$ cat config.mk
export PLATFORM = sky130hd
export DESIGN_NAME = uart_rx_flat
export DESIGN_NICKNAME = d
export VERILOG_FILES = /design/src/rtl/uart_rx_if.sv /design/src/rtl/uart_rx.sv /design/src/flat_wrapper.sv
export SDC_FILE = /design/constraint.sdc
export NUM_CORES = 1
export LEC_CHECK = 0
export CAP_MARGIN = 20
export CORE_MARGIN = 2
export CORE_UTILIZATION = 52
export CTS_BUF_LIST = sky130_fd_sc_hd__clkbuf_16
export CTS_CLUSTER_DIAMETER = 120
export DETAILED_ROUTE_END_ITERATION = 7
export GPL_TIMING_DRIVEN = 0
export PLACE_DENSITY_LB_ADDON = 0.1
export SYNTH_ARGS = -nofsm -noshare
export SYNTH_HDL_FRONTEND = slang
export SYNTH_SLANG_ARGS = --single-unit
$ cat constraint.sdc
create_clock -name clk -period 3.6 [get_ports clk]
set_input_delay 0.54 -clock clk [delete_from_list [all_inputs] [get_ports clk]]
set_output_delay 0.54 -clock clk [all_outputs]
set_load 0.005 [all_outputs]
$ cat src/rtl/uart_rx_if.sv
// uart_rx read-bus interface: address/strobe in, registered data and irq out.
// Also provides the bus width and register address macros if not already set.
`ifndef MEM_ADDR_BUS
`define MEM_ADDR_BUS [31:0]
`endif
`ifndef DATA_BUS
`define DATA_BUS [31:0]
`endif
`ifndef UART_RX_ADDR
`define UART_RX_ADDR 32'h0000_0010
`endif
`ifndef UART_RX_STATUS_ADDR
`define UART_RX_STATUS_ADDR 32'h0000_0014
`endif

interface uart_rx_if;
  logic `MEM_ADDR_BUS uart_r_addr_i;
  logic               uart_r_enable_i;
  logic `DATA_BUS     uart_data_o;
  logic               uart_irq_o;

  modport master (
    output uart_r_addr_i,
    output uart_r_enable_i,
    input  uart_data_o,
    input  uart_irq_o
  );

  modport slave (
    input  uart_r_addr_i,
    input  uart_r_enable_i,
    output uart_data_o,
    output uart_irq_o
  );
endinterface

$ cat src/rtl/uart_rx.sv
// uart_rx: 16x oversampled UART receiver with byte FIFO and status regs.
// Optional UART_RX_PARITY_EN adds an even parity bit and the perr flag.
`ifndef MEM_ADDR_BUS
`define MEM_ADDR_BUS [31:0]
`endif
`ifndef DATA_BUS
`define DATA_BUS [31:0]
`endif
`ifndef UART_RX_ADDR
`define UART_RX_ADDR 32'h0000_0010
`endif
`ifndef UART_RX_STATUS_ADDR
`define UART_RX_STATUS_ADDR 32'h0000_0014
`endif

module uart_rx #(
  parameter int CLK_DIV    = 27,
  parameter int FIFO_DEPTH = 4
) (
  input  logic     clk,
  input  logic     rst,
  uart_rx_if.slave bus,
  input  logic     rx
);

  localparam int CW = (CLK_DIV > 1) ? $clog2(CLK_DIV) : 1;
  localparam int PW = $clog2(FIFO_DEPTH);
  localparam int OW = PW + 1;
  localparam logic [CW-1:0] TMAX = CW'(CLK_DIV - 1);
  localparam logic [OW-1:0] FULL = OW'(FIFO_DEPTH);

  localparam logic [2:0] S_IDLE   = 3'd0;
  localparam logic [2:0] S_START  = 3'd1;
  localparam logic [2:0] S_DATA   = 3'd2;
  localparam logic [2:0] S_STOP   = 3'd3;
`ifdef UART_RX_PARITY_EN
  localparam logic [2:0] S_PARITY = 3'd4;
`endif

  logic          rx_m;
  logic          rx_s;
  logic [CW-1:0] tcnt;
  logic          tick;
  logic [3:0]    os_cnt;
  logic [2:0]    state;
  logic [7:0]    shift;
  logic [2:0]    bit_idx;
`ifdef UART_RX_PARITY_EN
  logic          par_acc;
`endif

  logic          push;
  logic          push_ok;
  logic          pop;
  logic          full;
  logic          empty;
  logic          ovr_set;
  logic          ferr_set;
  logic          perr_set;
  logic          rd_rx;
  logic          rd_st;

  logic [7:0]    mem [FIFO_DEPTH];
  logic [PW-1:0] wr_ptr;
  logic [PW-1:0] rd_ptr;
  logic [OW-1:0] occ;
  logic          ovr;
  logic          ferr;
  logic          perr;
  logic [31:0]   status;
  logic [31:0]   data_q;
  logic          irq_q;

  assign tick  = (tcnt == TMAX);
  assign full  = (occ == FULL);
  assign empty = (occ == '0);
  assign rd_rx = bus.uart_r_enable_i &&
                 (bus.uart_r_addr_i == `UART_RX_ADDR);
  assign rd_st = bus.uart_r_enable_i &&
                 (bus.uart_r_addr_i == `UART_RX_STATUS_ADDR);
  assign pop     = rd_rx && !empty;
  assign push_ok = push && (!full || pop);
  assign ovr_set = push && full && !pop;

  // two-flop synchronizer on the asynchronous serial line
  always_ff @(posedge clk) begin
    if (rst) begin
      rx_m <= 1'b1;
      rx_s <= 1'b1;
    end else begin
      rx_m <= rx;
      rx_s <= rx_m;
    end
  end

  // free-running oversample clock-enable
  always_ff @(posedge clk) begin
    if (rst) tcnt <= '0;
    else if (tick) tcnt <= '0;
    else tcnt <= tcnt + 1'b1;
  end

  // frame FSM, advanced only on oversample ticks
  always_ff @(posedge clk) begin
    if (rst) begin
      state   <= S_IDLE;
      os_cnt  <= 4'd0;
      shift   <= 8'd0;
      bit_idx <= 3'd0;
`ifdef UART_RX_PARITY_EN
      par_acc <= 1'b0;
`endif
    end else if (tick) begin
      os_cnt <= os_cnt + 4'd1;
      unique case (state)
        S_IDLE: begin
          if (!rx_s) begin
            os_cnt <= 4'd0;
            state  <= S_START;
          end
        end
        S_START: begin
          if (os_cnt == 4'd7) begin
            if (rx_s) begin
              state <= S_IDLE;
            end else begin
              os_cnt  <= 4'd0;
              bit_idx <= 3'd0;
`ifdef UART_RX_PARITY_EN
              par_acc <= 1'b0;
`endif
              state   <= S_DATA;
            end
          end
        end
        S_DATA: begin
          if (os_cnt == 4'd15) begin
            shift   <= {rx_s, shift[7:1]};
            bit_idx <= bit_idx + 3'd1;
`ifdef UART_RX_PARITY_EN
            par_acc <= par_acc ^ rx_s;
            if (bit_idx == 3'd7) state <= S_PARITY;
`else
            if (bit_idx == 3'd7) state <= S_STOP;
`endif
          end
        end
`ifdef UART_RX_PARITY_EN
        S_PARITY: begin
          if (os_cnt == 4'd15) state <= S_STOP;
        end
`endif
        S_STOP: begin
          if (os_cnt == 4'd15) state <= S_IDLE;
        end
        default: state <= S_IDLE;
      endcase
    end
  end

  // frame-end events: push on good stop, error flags otherwise
  always_comb begin
    push     = 1'b0;
    ferr_set = 1'b0;
    perr_set = 1'b0;
    if (tick && os_cnt == 4'd15) begin
      if (state == S_STOP) begin
        push     = rx_s;
        ferr_set = !rx_s;
      end
`ifdef UART_RX_PARITY_EN
      if (state == S_PARITY) perr_set = rx_s ^ par_acc;
`endif
    end
  end

  // FIFO storage, written only on an accepted push
  always_ff @(posedge clk) begin
    if (push_ok) mem[wr_ptr] <= shift;
  end

  // FIFO pointers and occupancy; push and pop may share a cycle
  always_ff @(posedge clk) begin
    if (rst) begin
      wr_ptr <= '0;
      rd_ptr <= '0;
      occ    <= '0;
    end else begin
      if (push_ok) wr_ptr <= wr_ptr + 1'b1;
      if (pop) rd_ptr <= rd_ptr + 1'b1;
      if (push_ok && !pop) occ <= occ + 1'b1;
      else if (!push_ok && pop) occ <= occ - 1'b1;
    end
  end

  // sticky flags: a same-cycle set beats the clear-on-read
  always_ff @(posedge clk) begin
    if (rst) begin
      ovr  <= 1'b0;
      ferr <= 1'b0;
      perr <= 1'b0;
    end else begin
      ovr  <= ovr_set  | (ovr  & ~rd_st);
      ferr <= ferr_set | (ferr & ~rd_st);
`ifdef UART_RX_PARITY_EN
      perr <= perr_set | (perr & ~rd_st);
`else
      perr <= 1'b0;
`endif
    end
  end

  // status word assembly
  always_comb begin
    status            = 32'd0;
    status[0]         = !empty;
    status[1]         = ovr;
    status[2]         = ferr;
    status[3]         = perr;
    status[4 +: OW]   = occ;
  end

  // registered read data; unmapped or idle bus holds the last value
  always_ff @(posedge clk) begin
    if (rst) begin
      data_q <= 32'd0;
    end else if (rd_rx) begin
      data_q <= empty ? 32'd0 : {24'd0, mem[rd_ptr]};
    end else if (rd_st) begin
      data_q <= status;
    end
  end

  // level interrupt, registered one cycle behind the flags
  always_ff @(posedge clk) begin
    if (rst) irq_q <= 1'b0;
    else irq_q <= !empty | ovr | ferr | perr;
  end

  assign bus.uart_data_o = data_q;
  assign bus.uart_irq_o  = irq_q;

endmodule
$ cat src/flat_wrapper.sv
// flat-port wrapper written by rule: the top's interface ports become plain ports
module uart_rx_flat 
#(
  parameter int CLK_DIV    = 27,
  parameter int FIFO_DEPTH = 4
)
  (clk, rst, rx, bus_uart_r_addr_i, bus_uart_r_enable_i, bus_uart_data_o, bus_uart_irq_o);
  uart_rx_if bus_i ();
  input  logic clk;
  input  logic rst;
  input  logic rx;
  input wire logic [$bits(bus_i.uart_r_addr_i)-1:0] bus_uart_r_addr_i;
  input wire logic [$bits(bus_i.uart_r_enable_i)-1:0] bus_uart_r_enable_i;
  output wire logic [$bits(bus_i.uart_data_o)-1:0] bus_uart_data_o;
  output wire logic [$bits(bus_i.uart_irq_o)-1:0] bus_uart_irq_o;
  assign bus_i.uart_r_addr_i = bus_uart_r_addr_i;
  assign bus_i.uart_r_enable_i = bus_uart_r_enable_i;
  assign bus_uart_data_o = bus_i.uart_data_o;
  assign bus_uart_irq_o = bus_i.uart_irq_o;
  uart_rx #(.CLK_DIV(CLK_DIV), .FIFO_DEPTH(FIFO_DEPTH)) u_core (.clk(clk), .rst(rst), .bus(bus_i), .rx(rx));
endmodule
==> results.md, run 1 <==
* Outcome: completed
* GRT overflow at 0
* Most used flip-flop cell after synthesis: sky130_fd_sc_hd__dfxtp_1
* Cell mode on critical path: sky130_fd_sc_hd__inv_1
* Port-buffer cells at 44
* Total iterations of the first detailed-routing run at 6
* Worst slew margin relative to its limit at 0.5545
* Total leakage power at 1.667 nW
* CTS H-tree depth at 3
* Bufs and invs on worst path at 3
* Antenna viol nets, final at 0
* Sum of negative setup slack at 0 ns
* Most frequent cell after synthesis: sky130_fd_sc_hd__dfxtp_1
* Worst reg2reg path endpoint: u_core.occ[2]
* Kind of start point of the critical path: input pin
* Initial antenna violation count at 0
* ANT cells at 0
* Fraction of final layout cells with drive strength greater than 1 at 0.1906
* Min-Delay Path Class: flip-flop to flip-flop
* Iteration-0 DRC Markers at 111
* Longest Clk Path Bufs at 2
* GRT Overall Usage at 0.1981
* Die Area at 7553 um2
* Number of nets in the finished design at 425
* Startpoint of the tightest hold check path: u_core.rx_m
* Wire length of the first global-routing pass at 11.27 mm
* Reg-to-Reg Start: u_core.tcnt[0]
* Layout Area Growth over Synthesis at 25.48%
* Hold path cells at 1
* Reg-to-reg slack, setup at 0.75 ns
* Num ports at approximately 70
* Insertion delay to the later sink of the worst-skew pair at 0.33 ns
* Power density over the cells at roughly 410 nW/um2
* Number of warnings printed during yosys synthesis at 0
* Fmax at slightly above 0.3 GHz
* Share of the yosys chip area belonging to registers at 0.5152
* Yosys top cell area share at 0.2688
* Cells taking the most area after synthesis: sky130_fd_sc_hd__edfxtp_1 27%, sky130_fd_sc_hd__dfxtp_1 25%, sky130_fd_sc_hd__buf_4 5.0%
* Distinct cell type count of the synthesized netlist at 51
* Cell type of the slowest stage on the worst timing path: sky130_fd_sc_hd__o311ai_4
* Die extent in y at 86.91 um
* Dpl hpwl at 4.983 mm
* Starting density of the core at 0.5320
* Number of failing setup endpoints in the final timing report at 0
* CP required at approximately 3.9 ns
* Cell type with the highest aggregate area in the netlist: sky130_fd_sc_hd__edfxtp_1
* CTS Hold Bufs at 0
* Maximum number of pins on one net before global-route repair at 16
* Number of clock sinks seen by CTS at 76
* CP cell instances: clkdlybuf4s50_1 -> nor4b_4 -> nand4_4 -> o311ai_4 -> nand2_1 -> inv_1 -> ha_1 -> inv_1 -> fa_1 -> xor2_1 -> or3_1 -> a21oi_1
* DRC violations left at 0
* Part of the cycle the worst path needs at 0.9072
* Routed wire per std cell at 15.25 um
* Critical path start-end classification: input pin to flip-flop
* CTS tree: yes
* Max Slew Vio Count at 0
* CTS clock-pin slew for the worst setup and hold paths at 0.06 ns
* Endpoint of the worst hold-timing path: u_core.rx_s
* Slew at the pin closest to its max-slew limit at 0.6632 ns
* Avg Cell Area, Syn at between 10 and 15 um2
* Number of buffers created by CTS at 9
* Site Rows at 30
* Routability-driven placement congestion ratio at 0.7985
* Post-CTS Resized at 0
* Via count at 2441
* Most common library cells after synthesis: 44 x sky130_fd_sc_hd__dfxtp_1, 40 x sky130_fd_sc_hd__nor2_1, 32 x sky130_fd_sc_hd__edfxtp_1, 24 x sky130_fd_sc_hd__buf_4, 17 x sky130_fd_sc_hd__a21oi_1
* Area of the placeable core at around 6700 um2
* Worst reg2reg path depth at 13
* Share of synthesized registers carrying an async set or reset at 0
* Number of storage elements in the synthesis netlist at 76
* Root Buffer: sky130_fd_sc_hd__clkbuf_16
* Number of flops mapped to enable cells by yosys at 32
* Wire length reported by the detailed router at slightly above 7 mm
* Post-CTS setup-driven buffer insertion count at 0
* Clock Skew at 0.009480 ns
* Worst endpoint data arrival time at roughly 3.5 ns
* Number of hold violations in the final report at 0
* Register area at 1842 um2
* Peak VDD IR at 0.3114 mV
* Width of the chip at 86.91 um
* RSZ-0062 raised after global routing: no
* Post-layout power at 1.857 mW
* Max-cap violations at 0
* Synthesized instance count at 300
* Cell type group with the largest total delay on the critical path: simple AND/OR/NAND/NOR gates
* Post-layout minimum cycle time at 3.266 ns
* Utilization after layout at 0.6676
* Vias in the first global route at 2368
* CP max FO at 9
* Largest stage delay on the critical path at 0.53 ns
* Critical path capture point type: flip-flop
* Filler cells at 525
* Netlist area before placement at 3575 um2
* Post-detailed-route via-to-cell ratio at 5.272
* Area of the multi-input gates at 1524 um2
cell usage in the layout (no fill, tap or decap), types with 4 or more instances in the layout:
cell / n
sky130_fd_sc_hd__and3_1: 4
sky130_fd_sc_hd__nand2_1: 5
sky130_fd_sc_hd__nor2_1: 40
sky130_fd_sc_hd__buf_4: 24
sky130_fd_sc_hd__ha_1: 10
sky130_fd_sc_hd__a211oi_1: 7
sky130_fd_sc_hd__nor4_2: 4
sky130_fd_sc_hd__dfxtp_1: 44
sky130_fd_sc_hd__inv_1: 8
sky130_fd_sc_hd__clkdlybuf4s50_1: 44
sky130_fd_sc_hd__mux4_2: 8
sky130_fd_sc_hd__nand3_1: 15
sky130_fd_sc_hd__clkbuf_16: 9
sky130_fd_sc_hd__o21ai_0: 8
sky130_fd_sc_hd__a21oi_1: 17
sky130_fd_sc_hd__conb_1: 24
sky130_fd_sc_hd__edfxtp_1: 32
sky130_fd_sc_hd__mux2i_1: 11
sky130_fd_sc_hd__clkbuf_1: 5
sky130_fd_sc_hd__a22oi_1: 6
worst register-to-register path, cell delays in order, from the launching register on:
cell	delay, ns
sky130_fd_sc_hd__dfxtp_1	0.33
sky130_fd_sc_hd__inv_1	0.07
sky130_fd_sc_hd__ha_1	0.17
sky130_fd_sc_hd__nand4b_1	0.14
sky130_fd_sc_hd__buf_2	0.21
sky130_fd_sc_hd__nor3_4	0.44
sky130_fd_sc_hd__nand2_1	0.09
sky130_fd_sc_hd__inv_1	0.08
sky130_fd_sc_hd__ha_1	0.19
sky130_fd_sc_hd__inv_1	0.07
sky130_fd_sc_hd__fa_1	0.38
sky130_fd_sc_hd__xor2_1	0.15
sky130_fd_sc_hd__or3_1	0.30
sky130_fd_sc_hd__a21oi_1	0.14
stage by stage:
stage | instances | setup slack, ns | hold WS, ns | cell area, um2
final | 463 | 0.3342 | 0.4220 | 4486
after global routing | 463 | 0.1383 | 0.4544 | 4486
after CTS | 463 | 0.3458 | 0.4278 | 4486
after detailed placement | 447 | 0.04385 | 0.4107 | 4202
after global placement | 447 | 0.1392 | 0.3951 | 4202
after floorplan | 323 | 0.7970 | 0.3895 | 3661
cell families after synthesis:
group / Yosys count / share of synthesized area
xor gates and xnor gates: 5 / 0.01225
and+or+nand+nor: 94 / 0.1733
other: 1 / 0.001049
AOI/OAI and AO/OA: 50 / 0.09381
buffers and inverters: 44 / 0.08260
adders and majority gates: 11 / 0.04060
DFF: 76 / 0.5152
muxes: 19 / 0.08120
power by group:
group	internal, mW	switching [mW]	total (mW)
combinational	0.0631	0.0395	0.103
sequential	0.894	0.00396	0.898
clock	0.477	0.379	0.856
total	1.43	0.422	1.86
final cells by class:
class                           instances  share of cell area
Timing Repair Buffer                   44             0.09819
Clock buffer                            9             0.05021
Sequential cell                        76              0.4106
Tap cell                               80             0.02232
Multi-Input combinational cell        203              0.3397
Clock inverter                          7             0.01311
Inverter                                8            0.006695
Buffer                                 36             0.05914
how the worst max path moves through the flow:
| stage | startpoint | slack [ns] | end | cells after the start |
|---|---|---|---|---|
| 3_3_place_gp | bus_uart_r_addr_i[0] | 0.14 | u_core.occ[2] | 12 |
| 5_1_grt | bus_uart_r_addr_i[1] | 0.14 | u_core.occ[2] | 12 |
| 3_5_place_dp | bus_uart_r_addr_i[0] | 0.04 | u_core.occ[2] | 12 |
| 4_1_cts | bus_uart_r_addr_i[10] | 0.35 | u_core.occ[2] | 12 |
| 6_report | bus_uart_r_addr_i[0] | 0.33 | u_core.occ[2] | 12 |
| 2_1_floorplan | bus_uart_r_addr_i[18] | 0.80 | u_core.occ[2] | 11 |
registers in the layout (all words and copies together) (netlist names), named ones only:
signal	flops
u_core.bit_idx	3
u_core.bus.uart_data_o	8
u_core.bus.uart_irq_o	1
u_core.ferr	1
u_core.mem	32
u_core.occ	3
u_core.os_cnt	4
u_core.ovr	1
u_core.rd_ptr	2
u_core.rx_m	1
u_core.rx_s	1
u_core.shift	8
u_core.state	2
u_core.tcnt	5
u_core.wr_ptr	2
per-layer routing:
metal	up-vias	track usage	wire length, um
met2	94	0.3380	3430
met5	-	0	0
met4	0	0.07102	95
met1	1132	0.2335	2942
met3	9	0.06445	590
li1	1206	-	-
Note: power is estimated with default switching activity, not from simulation.
==> run 2, diff against run 1 <==
RECOVER_POWER = 25   (was not set)
TNS_END_PERCENT = 100   (was not set)
==> results of run 2 <==
Final layout, timing and power as in run 1 (identical DEF).
==> run 3, diff against run 2 <==
CTS_CLUSTER_SIZE = 14   (was not set)
==> results of run 3 <==
Final layout, timing and power as in run 1 (identical DEF).
==> RTL edit (settings of run 1) <==
Compare `os_cnt` against `4'd7` with >= in place of ==.
--- a/src/rtl/uart_rx.sv
+++ b/src/rtl/uart_rx.sv
@@ -120,7 +120,7 @@
           end
         end
         S_START: begin
-          if (os_cnt == 4'd7) begin
+          if (os_cnt >= 4'd7) begin
             if (rx_s) begin
               state <= S_IDLE;
             end else begin
Behaviour: same outputs for any inputs over 10 cycles, from zero or initial values and one cycle with rst high; that may be too few to reach the edited logic, so the function may still have changed.
==> RTL edit against run 1 <==
- the run now ends with DRC left
- clock skew barely moved
- clock power is 4.6% lower
- routed wire length decreased by 5.6%
- sequential cell count unchanged
- via count is 3.2% lower
- total power down 2.3%
- combinational power is 4% lower
- critical endpoint unchanged
- final area down 2.5%
- area after synthesis fell by 2.7%
- setup slack better by 0.23 ns
==> RTL edit: results (changes against run 1) <==
failing checks DRC; run status finished with violations (was complete, no violations); leading cell types by count after synthesis dfxtp_1 (44), nor2_1 (40), edfxtp_1 (32) (unchanged); peak supply drop 338.8 µV (was 311.4 µV); global-route total usage across every layer 19.10% (was 19.81%); clock slew seen by the registers of the worst setup and hold paths 0.06 ns (about the same); number of enable-type register cells in the synthesized netlist 32 (unchanged); top fanout value on the critical path 7 (was 9); maximum level of the CTS H-tree 3 (unchanged); fraction of the yosys area taken by sequential cells 52.97% (was 51.52%); Met1 Wirelength 2865 µm (was 2942 µm); first-pass GRT wire length 10700 µm (was 11270 µm); setup skew after layout 0.009799 ns (was 0.009480 ns); Longest Clk Path Bufs 2 (unchanged); via count of the first global-routing pass 2270 (was 2368); cell types with the largest area share after synthesis edfxtp_1 (28%), dfxtp_1 (25%), buf_4 (5.4%) (was edfxtp_1 (27%), dfxtp_1 (25%), buf_4 (5.0%)); filler cell count 506 (was 525); share of layout cells above drive strength 1 19.03% (was 19.06%); Top reg by flops u_core.mem (unchanged); data arrival time of the worst path 3.29 ns (was 3.52 ns); worst min-delay path class reg -> reg (unchanged); DRC violation count after routing 11 (was 0); number of nets in the final layout 415 (was 425); DP HPWL 4876 µm (was 4983 µm); leakage power 1.611 nW (was 1.667 nW); number of distinct library cells after synthesis 46 (was 51); via-per-instance ratio 5.251 (was 5.272); pin count of the biggest net entering global routing 15 (was 16); sum of met2 wire segment lengths after detailed routing 3236 µm (was 3430 µm); Iteration-0 DRC Markers 132 (was 111); number of antenna violations at the first check in global routing 0 (unchanged); number of flip-flops in the largest register 32 (unchanged); switching fraction of total power 21.56% (was 22.73%); sum of met3 wire segment lengths after detailed routing 536 µm (was 590 µm); Worst Max-Slew Pin Slew 0.6957 ns (was 0.6632 ns); routability congestion estimate from global placement 0.8047 (was 0.7985); Total Routed Length 6667 µm (was 7060 µm); DR pass1 iterations 7 (was 6)
-- RTL edit: cell count changes after synthesis, moves of 2 or more --
| cell | before | now |
|---|---|---|
| and2_1 | 0 | 4 |
| nor3b_1 | 0 | 2 |
| clkbuf_8 | 2 | 0 |
| a21o_1 | 3 | 0 |
| a22oi_1 | 6 | 8 |
| buf_1 | 0 | 2 |
| nand3_1 | 15 | 7 |
| and3_1 | 4 | 0 |
| nor2b_1 | 3 | 1 |
| nand2b_1 | 1 | 5 |
| a21oi_1 | 17 | 12 |
-- RTL edit: critical path, stage by stage --
cell	delay [ns]
clkdlybuf4s50_1	0.45
nor4b_4	0.34
nand4_4	0.21
nor3_2	0.25
o21a_2	0.24
ha_1	0.22
inv_1	0.06
fa_1	0.38
xor2_1	0.16
or3_1	0.30
a21oi_1	0.14
-- RTL edit: metrics by stage --
step	power [W]	instances	utilization [%]	setup WS (ns)	instance area, µm²
2_1_floorplan	0.0009616	313	-	0.9477	3563
3_3_place_gp	0.001012	434	63.84	0.2996	4100
3_5_place_dp	0.001015	434	63.84	0.2216	4100
4_1_cts	0.001831	450	68.11	0.5539	4374
5_1_grt	0.001875	450	68.11	0.4069	4374
6_report	0.001814	450	68.11	0.5672	4374
-- RTL edit: cell families after synthesis --
kind of cell    after synthesis  synth area share, %
simple gates                 87                16.41
xor+xnor                      6                1.512
mux                          21                8.960
buf+inv                      44                7.593
other cells                   1               0.1078
flops                        76                52.97
fa+ha+maj                    11                4.174
compound gates               44                8.276
-- RTL edit: power groups by stage --
stage	Combinational [W]	Clock, W	Sequential (W)
finish	0.0000989	0.000817	0.000898
global route	0.000107	0.000870	0.000898
CTS	0.0000984	0.000835	0.000898
detailed placement	0.0000982	0	0.000916
global placement	0.0000957	0	0.000916
floorplan	0.0000460	0	0.000916
-- RTL edit: layout make-up --
class	instances	area (µm²)	area share, %
clock inverter	7	48.80	1.116
timing repair buffer	44	440.4	10.07
clock buffer	9	225.2	5.149
inverter	8	30.03	0.6865
buffer	36	234.0	5.349
sequential	76	1842	42.11
tap	77	96.34	2.203
multi-input combinational	193	1458	33.32
-- RTL edit: path summary, 6_finish.rpt --
kind	endpoint	cells past startpoint	from	slack (ns)
worst min-delay path	u_core.rx_s	1	u_core.rx_m	0.42
worst max-delay path	u_core.occ[2]	11	bus_uart_r_addr_i[3]	0.57
worst max register to register	u_core.occ[2]	10	u_core.os_cnt[0]	0.78
worst min register to register	u_core.rx_s	1	u_core.rx_m	0.42
-- RTL edit: per-layer routing --
layer  vias up  GRT usage [%]
li1       1158              -
met2        78          31.46
met1      1123          23.23
met5         -              0
met4         0          9.091
met3         4          5.390
